===== config.mk =====
export PLATFORM = sky130hd
export DESIGN_NAME = fetch_stage
export DESIGN_NICKNAME = d
export VERILOG_FILES = /design/src/rtl/fetch_stage_pkg.sv /design/src/rtl/cla_16b.sv /design/src/rtl/fetch_stage.sv
export SDC_FILE = /design/constraint.sdc
export NUM_CORES = 1
export LEC_CHECK = 0
export CAP_MARGIN = 20
export CORE_ASPECT_RATIO = 1.25
export CORE_MARGIN = 3
export CORE_UTILIZATION = 40
export CTS_BUF_LIST = sky130_fd_sc_hd__clkbuf_8 sky130_fd_sc_hd__clkbuf_16
export DETAILED_ROUTE_END_ITERATION = 16
export GPL_TIMING_DRIVEN = 1
export PLACE_DENSITY = 0.95
export SLEW_MARGIN = 40
export SYNTH_ARGS = -nofsm -noshare
export SYNTH_HDL_FRONTEND = slang
export SYNTH_SLANG_ARGS = --single-unit

===== constraint.sdc =====
create_clock -name clk -period 2.7 [get_ports clk]
set_input_delay 0.27 -clock clk [delete_from_list [all_inputs] [get_ports clk]]
set_output_delay 0.27 -clock clk [all_outputs]
set_load 0.02 [all_outputs]

===== src/rtl/fetch_stage_pkg.sv =====
// rtl/fetch_stage_pkg.sv - shared state encoding and constants for the fetch stage
package fetch_stage_pkg;

    typedef enum logic [2:0] {
        REQ  = 3'd0,
        WAIT = 3'd1,
        HOLD = 3'd2,
        NEXT = 3'd3,
        HALT = 3'd4,
        ERR  = 3'd5
    } fetch_state_t;

    localparam logic [4:0]  HALT_OPCODE = 5'b00000;
    localparam logic [15:0] RESET_PC    = 16'h0000;
    localparam logic [15:0] PC_INCR     = 16'h0002;

endpackage


===== src/rtl/cla_16b.sv =====
// rtl/cla_16b.sv - 16-bit carry-lookahead adder built from four 4-bit lookahead groups
module cla_16b (
    input  logic [15:0] a,
    input  logic [15:0] b,
    input  logic        c_in,
    output logic [15:0] sum,
    output logic        c_out
);

    // Carries out of each of four positions, given generate/propagate and a carry in.
    function automatic logic [3:0] look4(input logic [3:0] g, input logic [3:0] p, input logic ci);
        logic [3:0] c;
        c[0] = g[0] | (p[0] & ci);
        c[1] = g[1] | (p[1] & g[0]) | (p[1] & p[0] & ci);
        c[2] = g[2] | (p[2] & g[1]) | (p[2] & p[1] & g[0]) | (p[2] & p[1] & p[0] & ci);
        c[3] = g[3] | (p[3] & g[2]) | (p[3] & p[2] & g[1]) | (p[3] & p[2] & p[1] & g[0])
             | (p[3] & p[2] & p[1] & p[0] & ci);
        return c;
    endfunction

    logic [15:0] g;
    logic [15:0] p;
    logic [15:0] c;
    logic [3:0]  grp_g;
    logic [3:0]  grp_p;
    logic [3:0]  grp_c;
    logic [3:0]  grp_cin;
    logic [3:0]  t;

    assign g = a & b;
    assign p = a ^ b;

    always_comb begin
        grp_g   = '0;
        grp_p   = '0;
        grp_c   = '0;
        grp_cin = '0;
        c       = '0;
        t       = '0;
        for (int i = 0; i < 4; i++) begin
            t        = look4(g[i*4 +: 4], p[i*4 +: 4], 1'b0);
            grp_g[i] = t[3];
            grp_p[i] = &p[i*4 +: 4];
        end
        grp_c   = look4(grp_g, grp_p, c_in);
        grp_cin = {grp_c[2:0], c_in};
        for (int i = 0; i < 4; i++) begin
            t          = look4(g[i*4 +: 4], p[i*4 +: 4], grp_cin[i]);
            c[i*4 +: 4] = {t[2:0], grp_cin[i]};
        end
    end

    assign sum   = p ^ c;
    assign c_out = grp_c[3];

endmodule


===== src/rtl/fetch_stage.sv =====
// rtl/fetch_stage.sv - instruction fetch FSM holding one instruction for decode
module fetch_stage
    import fetch_stage_pkg::*;
(
    input  logic        clk,
    input  logic        rst,
    input  logic [15:0] newPC,
    input  logic        newPC_vld,
    input  logic        instr_rdy,
    input  logic [15:0] imem_rdata,
    input  logic        imem_done,
    input  logic        imem_err,
    output logic [15:0] imem_addr,
    output logic        imem_rd,
    output logic [15:0] Instr,
    output logic        instr_vld,
    output logic [15:0] PC,
    output logic [15:0] PCinc,
    output logic        halted,
    output logic        err
);

    fetch_state_t state;
    fetch_state_t next_state;
    logic         unused_cout;

    always_ff @(posedge clk) begin
        if (rst) begin
            state <= REQ;
            PC    <= RESET_PC;
            Instr <= 16'h0000;
        end else begin
            state <= next_state;
            if (state == WAIT && imem_done && !imem_err) begin
                Instr <= imem_rdata;
            end
            if (state == NEXT && newPC_vld) begin
                PC <= newPC;
            end
        end
    end

    always_comb begin
        next_state = state;
        case (state)
            REQ:     next_state = PC[0] ? ERR : WAIT;
            WAIT:    if (imem_done) next_state = imem_err ? ERR : HOLD;
            HOLD:    if (instr_rdy) next_state = (Instr[15:11] == HALT_OPCODE) ? HALT : NEXT;
            NEXT:    if (newPC_vld) next_state = REQ;
            HALT:    next_state = HALT;
            ERR:     next_state = ERR;
            default: next_state = ERR;
        endcase
    end

    // Gated by rst so no read escapes while reset is held with the FSM parked in REQ.
    assign imem_rd   = (state == REQ) && !PC[0] && !rst;
    assign imem_addr = PC;
    assign instr_vld = (state == HOLD);
    assign halted    = (state == HALT);
    assign err       = (state == ERR);

    // Wraps modulo 2^16; the carry out is deliberately dropped.
    cla_16b u_pc_inc (
        .a     (PC),
        .b     (PC_INCR),
        .c_in  (1'b0),
        .sum   (PCinc),
        .c_out (unused_cout)
    );

endmodule

==> Yosys cells after proc, flatten, opt, wreduce, memory -nomap -nowiden <==
Index checks and enable logic that the tools add are counted.
{ "word_totals": {"reg_bits": 35, "in_bits": 38, "output_inout_bits": 68, "wordCells": 57} }
{ "op_classes": {"n_eq_ne": 8, "n_mux": 7, "bitwise": 26, "n_reduce_logical": 13} }
{ "op_table": {"columns": ["op", "n"], "rows": [
  ["$and 1x1->1", 24],
  ["$mux 3", 6],
  ["$xor 16x16->16", 1],
  ["$pmux 3 s5", 1],
  ["$reduce_and 4->1", 2],
  ["$eq 3x2->1 const B", 2],
  ["$eq 3x3->1 const B", 2],
  ["$ne 2x2->1 const B", 3],
  ["$logic_and 1x1->1", 5],
  ["$logic_not 5->1", 1],
  ["$eq 3x1->1 const B", 1],
  ["$logic_not 1->1", 3],
  ["$logic_not 3->1", 1],
  ["$reduce_and 3->1", 1],
  ["$not 1->1", 1]
]} }

==> Longest topological paths before layout <==
Gate-level depths: netlist of run 1.
{ "depth": {"depth_word": 5, "mapped_depth": 7, "ltp_nobuf": 6} }

==> By module <==
From an unflattened synthesis of run 1, not the netlist that was laid out.
{ "unflattened": {"cells_unflattened": 284, "area_unflattened_um2": 2242.2} }
{ "by_module_without_submodules": {"columns": ["module", "instances", "cells_per_inst", "area_per_inst_um2", "seq_area_each_um2"], "rows": [
  ["fetch_stage", 1, 195, 1506.4, 700.7],
  ["cla_16b", 1, 89, 735.7, 0.0]
]} }

==> Least setup slack after synthesis of run 1 <==
No wires, ideal clock.
{ "synth_path": {"path_type": "flip-flop to output port", "from": "register PC[1]", "to": "output PCinc[13]", "t_arrival_ns": 1.822, "t_required_ns": 2.430, "path_slack_ns": 0.608, "stages_incl_launch_ff": 8, "n_path_buf": 1, "path_cell_list": "dfxtp_1 and3_1 and4_1 clkbuf_1 nand2_1 nor2_1 ha_1 xor2_1"} }
{ "synth_via": {"elab_chain_len": 4} }
{ "synth_lines": {"columns": ["item", "line", "source"], "rows": [
  ["from (decl)", "fetch_stage.sv:17", "output logic [15:0] PC,"],
  ["from (signal assigned)", "fetch_stage.sv:38", "PC <= newPC;"],
  ["$and 1x1->1", "cla_16b.sv:16", "c[3] = g[3] | (p[3] & g[2]) | (p[3] & p[2] & g[1]) | (p[3] & p[2] & p[1] & g[0])"],
  ["$and 1x1->1", "cla_16b.sv:15", "c[2] = g[2] | (p[2] & g[1]) | (p[2] & p[1] & g[0]) | (p[2] & p[1] & p[0] & ci);"],
  ["$and 1x1->1", "cla_16b.sv:13", "c[0] = g[0] | (p[0] & ci);"],
  ["$xor 16x16->16", "cla_16b.sv:53", "assign sum = p ^ c;"],
  ["to (decl)", "fetch_stage.sv:18", "output logic [15:0] PCinc,"]
]} }
Every way passes these cells.

==> Worst setup path in the final report of run 1 <==
{ "layout_path": {"from": "register PC[1]", "to": "output PCinc[12]"} }
{ "layout_via": {"elab_chain_len": 3} }
{ "layout_lines": {"columns": ["item", "line"], "rows": [
  ["$and 1x1->1", "cla_16b.sv:16"],
  ["$and 1x1->1", "cla_16b.sv:15"],
  ["$xor 16x16->16", "cla_16b.sv:53"]
]} }
Every way passes these cells.

==> impl_metrics.py, run 1 <==
metrics = {
    "clock_tree": {
        "numCtsBuffers": 5,
        "cts_max_path_buffers": 2,
        "cts.sink_count": 35,
        "postCtsSetupBuffers": 0,
        "cts_tree": "yes",
        "insertion_delay_ps": 280,
        "cts_root_buf": "clkbuf_8",
        "cts.htree.levels": 2,
        "cts_resized": 1,
        "path_clk_slew_ps": 70,
        "hold_buffers": 0,
    },
    "yosys": {
        "async_flop_share_pct": 0,
        "synth_cell_types": 38,
        "synth_area_um2": 1740,
        "syn-num-nets": 259,
        "synth_warnings": 0,
        "syn_inst": 217,
        "synth_seq_cells": 35,
        "avgSynthCellArea_um2": 8.02,
        "ys_seq_area_share_pct": 40.3,
        "synth_edf_count": 0,
        "synthFlopType": "dfxtp_1",
    },
    "worst_setup_path": {
        "cp_max_fo": 6,
        "startpoint_type": "flop",
        "path_class": "reg -> out",
        "cp-end-kind": "output port",
        "path_delay_family": "simple AND/OR/NAND/NOR gates",
        "slowest_delay_ps": 540,
        "worstPathRequired_ps": 2430,
        "slowest_stage": "clkdlybuf4s50_1",
        "worstPathArrival_ps": 2240,
        "critical_path.cell_chain": "and3_1, and4_2, nand2_1, nor2_1, ha_1, clkdlybuf4s50_1",
        "worst-path-buf-inv": 1,
    },
    "route": {
        "drtIter0Drc": 69,
        "routed_wl_um": 4580,
        "ant_nets": 0,
        "via_per_inst": 4.78,
        "drc": 0,
        "via_count": 1720,
        "wl_per_cell_um": 12.7,
        "dr.pass1.iters": 4,
    },
    "global_routing": {
        "grt_pass1_vias": 1727,
        "antenna_found_initial": 0,
        "grt_remaining_overflow": 0,
        "track_usage_pct": 18.8,
        "grt_pass1_wl_um": 7600,
        "grt_max_degree": 36,
    },
    "place": {
        "place_congestion": 0.733,
        "dp_hpwl_um": 3580,
        "port_buffers": 105,
        "dp_slack_ps": 287,
    },
    "power": {
        "p_comb_share_pct": 30.8,
        "p_seq_share_pct": 37.1,
        "p_sw_uw": 513,
        "power_uw": 1720,
        "p_int_uw": 1210,
        "vdd_ir_drop_max_v": 0.000380,
        "clock_power_share_pct": 32.2,
        "switching_share_pct": 29.8,
        "leakage_uw": 0.00106,
        "powerDensity_nw_per_um2": 609,
    },
    "die": {
        "rows": 26,
        "die_x_um": 65,
        "die_y_um": 79.8,
        "ios": 106,
        "start_util_pct": 42.1,
        "die_area_um2": 5180,
        "core_um2": 4130,
    },
    "sta": {
        "worst_slew_pin_slew_ps": 603,
        "fmax_mhz": 398,
        "maxSlewHeadroom_pct": 59.7,
        "setup_tns_ps": 0,
        "clock_skew_ps": 2.31,
        "hold_ws_ps": 453,
        "setup_slack_ps": 186,
        "setup_viol": 0,
        "fin_crit_sh_pct": 93.1,
        "drv_slew": 0,
        "hold_violations": 0,
        "rsz0062_at_grt": "no",
        "fin_crit_ps": 2510,
    },
    "finish": {
        "syn_to_final_growth_pct": 62.5,
        "layout-drive-gt1-share_pct": 5.26,
        "regArea_um2": 701,
        "diodes": 0,
        "nNetsFinal": 345,
        "fillers": 345,
        "multiInputGateArea_um2": 842,
    },
    "job": {
        "cap_violations": 0,
    },
    "outcome": {
        "status": "complete, no violations",
    },
    "min_path": {
        "hp-class": "reg -> reg",
    },
}
-- area by class of cell --
type / instances / share of cell area, %
inverter: 2 / 0.265
clock buffer: 5 / 2.43
tap: 56 / 2.48
multi-input combinational: 152 / 29.8
sequential: 35 / 24.8
timing repair buffer: 107 / 37.9
clock inverter: 3 / 2.39
-- registers in the layout, summed over array words and instances, names as in the netlist --
| name | cells |
|---|---|
| Instr | 16 |
| state | 3 |
| PC | 16 |
-- path summary, 6_finish.rpt --
path / cells past startpoint / to / slack, ps / from
max: 6 / PCinc[12] / 190 / PC[1]
min: 2 / Instr[4] / 450 / Instr[4]
max reg2reg: 4 / PC[15] / 1040 / state[1]
min reg2reg: 2 / Instr[4] / 450 / Instr[4]
-- metrics by stage --
| step | cells | util (%) | area, um2 |
|---|---|---|---|
| after detailed placement | 351 | 64.8 | 2680 |
| after global placement | 351 | 64.8 | 2680 |
| after floorplan | 217 | - | 1740 |
| final | 360 | 68.4 | 2830 |
| after CTS | 359 | 68.1 | 2820 |
| after global routing | 360 | 68.4 | 2830 |
-- layout by cell type, fill, tap and decap left out, types with 2 or more instances in the layout --
cell,n
clkdlybuf4s50_1,103
nand2_1,66
dfxtp_1,35
a21oi_1,34
nor2_1,5
xnor2_1,5
xor2_1,5
clkbuf_8,5
nand3_1,4
ha_1,4
and3_1,3
nor2b_1,2
inv_1,2
nand4_1,2
o32ai_1,2
bufinv_16,2
buf_4,2
dlymetal6s2s_1,2
-- worst reg2reg max path: cells and delay by family, from the launching register on --
kind	cells	cell delay, ps
flip-flops	1	460
AND/OR/NAND/NOR	3	990
AO/OA/AOI/OAI	1	90
-- cells by family after synthesis --
logic type      after synthesis  share of synthesized area (%)
compound gates               41                           13.2
xor+xnor                     10                           5.03
fa+ha+maj                     4                           2.88
buf+inv                      30                           11.4
flops                        35                           40.3
mux                           1                          0.647
simple gates                 96                           26.6
-- power groups by stage --
stage / logic [uW] / clock network (uW) / registers [uW]
floorplan: 295 / 0 / 671
global placement: 520 / 0 / 645
detailed placement: 530 / 0 / 651
CTS: 533 / 569 / 638
global route: 583 / 594 / 648
finish: 529 / 554 / 638
-- metal layers --
layer | part of all wire, % | vias up | global-route usage (%)
li1 | - | 878 | -
met1 | 38 | 769 | 18.5
met2 | 53 | 67 | 36.3
met3 | 8.1 | 6 | 7.04
met4 | 0.92 | 0 | 4.44
met5 | 0 | - | 0
-- synth_stat cells, drive strengths merged, types with 2 or more instances --
cell type | instances | area (um2)
nand3 | 4 | 20.0
a21oi | 34 | 170
xnor2 | 5 | 43.8
nand2b | 2 | 20.0
ha | 4 | 50.1
nor2 | 5 | 18.8
xor2 | 5 | 43.8
dfxtp | 35 | 701
buf | 22 | 169
o32ai | 2 | 17.5
nor2b | 2 | 12.5
nand4 | 2 | 12.5
and3 | 3 | 18.8
nand2 | 66 | 248
inv | 2 | 7.51
clkbuf | 6 | 22.5
Power figures use the tool's default switching activity.
==> run 2, diff against run 1 <==
--- a/config.mk
+++ b/config.mk
@@ -8,11 +8,11 @@
 export CAP_MARGIN = 20
 export CORE_ASPECT_RATIO = 1.25
 export CORE_MARGIN = 3
-export CORE_UTILIZATION = 40
+export CORE_UTILIZATION = 37
 export CTS_BUF_LIST = sky130_fd_sc_hd__clkbuf_8 sky130_fd_sc_hd__clkbuf_16
 export DETAILED_ROUTE_END_ITERATION = 16
 export GPL_TIMING_DRIVEN = 1
-export PLACE_DENSITY = 0.95
+export PLACE_DENSITY = 0.92
 export SLEW_MARGIN = 40
 export SYNTH_ARGS = -nofsm -noshare
 export SYNTH_HDL_FRONTEND = slang
==> constraint.sdc (replaced) <==
create_clock -name clk -period 2.5 [get_ports clk]
set_input_delay 0.25 -clock clk [delete_from_list [all_inputs] [get_ports clk]]
set_output_delay 0.25 -clock clk [all_outputs]
set_load 0.02 [all_outputs]
==> impl_metrics.py, run 2 (synthesis gave the netlist of run 1 again) <==
metrics = {
    "outcome": {
        "status": "complete, no violations",
    },
    "finish": {
        "top_regs": "Instr: 16 flops, PC: 16 flops, state: 3 flops",
        "diodes": 0,
        "final_cell_mix": "103 x clkdlybuf4s50_1, 66 x nand2_1, 35 x dfxtp_1",
        "final_common_cell": "clkdlybuf4s50_1",
        "postLayoutCellArea_um2": 2830,
        "layout-drive-gt1-share_pct": 6.19,
        "final_util_pct": 63.5,
        "stdcell_count": 365,
        "syn_to_final_growth_pct": 62.6,
        "fillers": 399,
        "nNetsFinal": 348,
    },
    "die": {
        "die_y_um": 82.7,
        "die_x_um": 67.3,
        "start_util_pct": 39.0,
        "ios": 106,
        "core_um2": 4460,
        "die_area_um2": 5570,
        "rows": 27,
    },
    "place": {
        "place_congestion": 0.735,
        "dp_slack_ps": 213,
        "place_area_um2": 2700,
        "dp_hpwl_um": 3580,
        "port_buffers": 105,
        "dp.cells": 356,
    },
    "route": {
        "dr.pass1.iters": 4,
        "drtIter0Drc": 62,
        "ant_nets": 0,
        "via_count": 1734,
        "routed_wl_um": 4550,
        "via_per_inst": 4.75,
        "drc": 0,
        "wl_per_cell_um": 12.5,
    },
    "clock_tree": {
        "hold_buffers": 0,
        "postCtsSetupBuffers": 0,
        "cts.sink_count": 35,
        "cts_tree": "yes",
        "cts_max_path_buffers": 2,
        "cts.htree.levels": 2,
        "insertion_delay_ps": 280,
        "path_clk_slew_ps": 70,
        "numCtsBuffers": 5,
        "cts_root_buf": "clkbuf_8",
    },
    "global_routing": {
        "grt_pass1_wl_um": 6990,
        "grt_remaining_overflow": 0,
        "antenna_found_initial": 0,
        "grt_max_degree": 36,
        "track_usage_pct": 16.6,
        "grt_pass1_vias": 1618,
    },
    "sta": {
        "maxSlewHeadroom_pct": 60.2,
        "setup_slack_ps": 134,
        "hold_violations": 0,
        "clock_skew_ps": 5.02,
        "fin_crit_ps": 2370,
        "worst_slew_pin_slew_ps": 595,
        "setup_viol": 0,
        "setup_tns_ps": 0,
        "drv_slew": 0,
        "fmax_mhz": 423,
        "fin_crit_sh_pct": 94.6,
        "rsz0062_at_grt": "no",
    },
    "power": {
        "p_comb_share_pct": 32.5,
        "clock_power_share_pct": 28.8,
        "powerDensity_nw_per_um2": 628,
        "vdd_ir_drop_max_v": 0.000460,
        "p_seq_share_pct": 38.7,
        "p_int_uw": 1230,
        "leakage_uw": 0.00106,
        "p_sw_uw": 545,
        "switching_share_pct": 30.6,
    },
    "job": {
        "cap_violations": 0,
    },
    "worst_setup_path": {
        "path_class": "reg -> out",
        "startpoint_type": "flop",
        "worstRegToRegCells": 4,
        "worstPathRequired_ps": 2250,
        "cp-end-kind": "output port",
        "cp_max_fo": 6,
        "worstPathArrival_ps": 2120,
    },
    "min_path": {
        "hold_depth": 2,
        "hp-class": "reg -> reg",
    },
}
==> run 2: cell types whose count changed in the layout (fill, tap and decap cells not counted) <==
cell,before,now
dlygate4sd2_1,0,1
bufinv_16,2,1
clkbuf_8,5,6
dlymetal6s2s_1,2,1
clkinv_2,0,1
buf_4,2,5
clkinvlp_4,1,0
==> run 2: layer usage <==
layer | share of wire, % | GRT usage, % | up-vias
met2 | 53 | 32.2 | 66
met4 | 0.53 | 6.09 | 0
met1 | 39 | 16.5 | 783
met3 | 7.5 | 4.74 | 4
li1 | - | - | 881
met5 | 0 | 0 | -
==> run 2: final timing paths <==
path	end	from	slack, ps
setup / recovery	PCinc[12]	PC[1]	130
hold / removal	Instr[6]	Instr[6]	460
setup reg to reg	PC[11]	state[1]	820
hold reg to reg	Instr[6]	Instr[6]	460
==> run 2: final cells by class <==
cell class                      instances  area [um2]  area share [%]
Inverter                                2        7.51           0.265
Multi-Input combinational cell        152         842            29.8
Sequential cell                        35         701            24.8
Clock buffer                            6        82.6            2.92
Timing Repair Buffer                  110        1090            38.5
Clock inverter                          2        35.0            1.24
Tap cell                               58        72.6            2.56
==> run 2: through the flow <==
step | total power (uW) | hold slack, ps
2_1_floorplan | 1040 | 386
3_3_place_gp | 1260 | 441
3_5_place_dp | 1280 | 446
4_1_cts | 1800 | 456
5_1_grt | 1880 | 483
6_report | 1780 | 455
==> run 2: critical path: stages, from the launching register on <==
cell and delay [ps]:
dfxtp_1 330, and3_1 190, and4_2 310, nand2_1 100, nor2_1 140, ha_1 240
clkdlybuf4s50_1 530
==> run 2: power by group through the flow <==
stage | combinational [uW] | clock (uW) | sequential, uW
after global routing | 629 | 550 | 698
after floorplan | 319 | 0 | 725
final | 578 | 513 | 687
after CTS | 580 | 534 | 686
after detailed placement | 578 | 0 | 700
after global placement | 568 | 0 | 695
==> run 2: what timing repair did <==
item,CTS,global route
hold endpoints to repair,0,0
gates resized for setup,2,1
setup endpoints to repair,1,1
==> run 3, diff against run 2 <==
--- a/config.mk
+++ b/config.mk
@@ -11,7 +11,6 @@
 export CORE_UTILIZATION = 37
 export CTS_BUF_LIST = sky130_fd_sc_hd__clkbuf_8 sky130_fd_sc_hd__clkbuf_16
 export DETAILED_ROUTE_END_ITERATION = 16
-export GPL_TIMING_DRIVEN = 1
 export PLACE_DENSITY = 0.92
 export SLEW_MARGIN = 40
 export SYNTH_ARGS = -nofsm -noshare
==> results of run 3 <==
The final DEF is identical to that of run 2; final timing and power are the same.
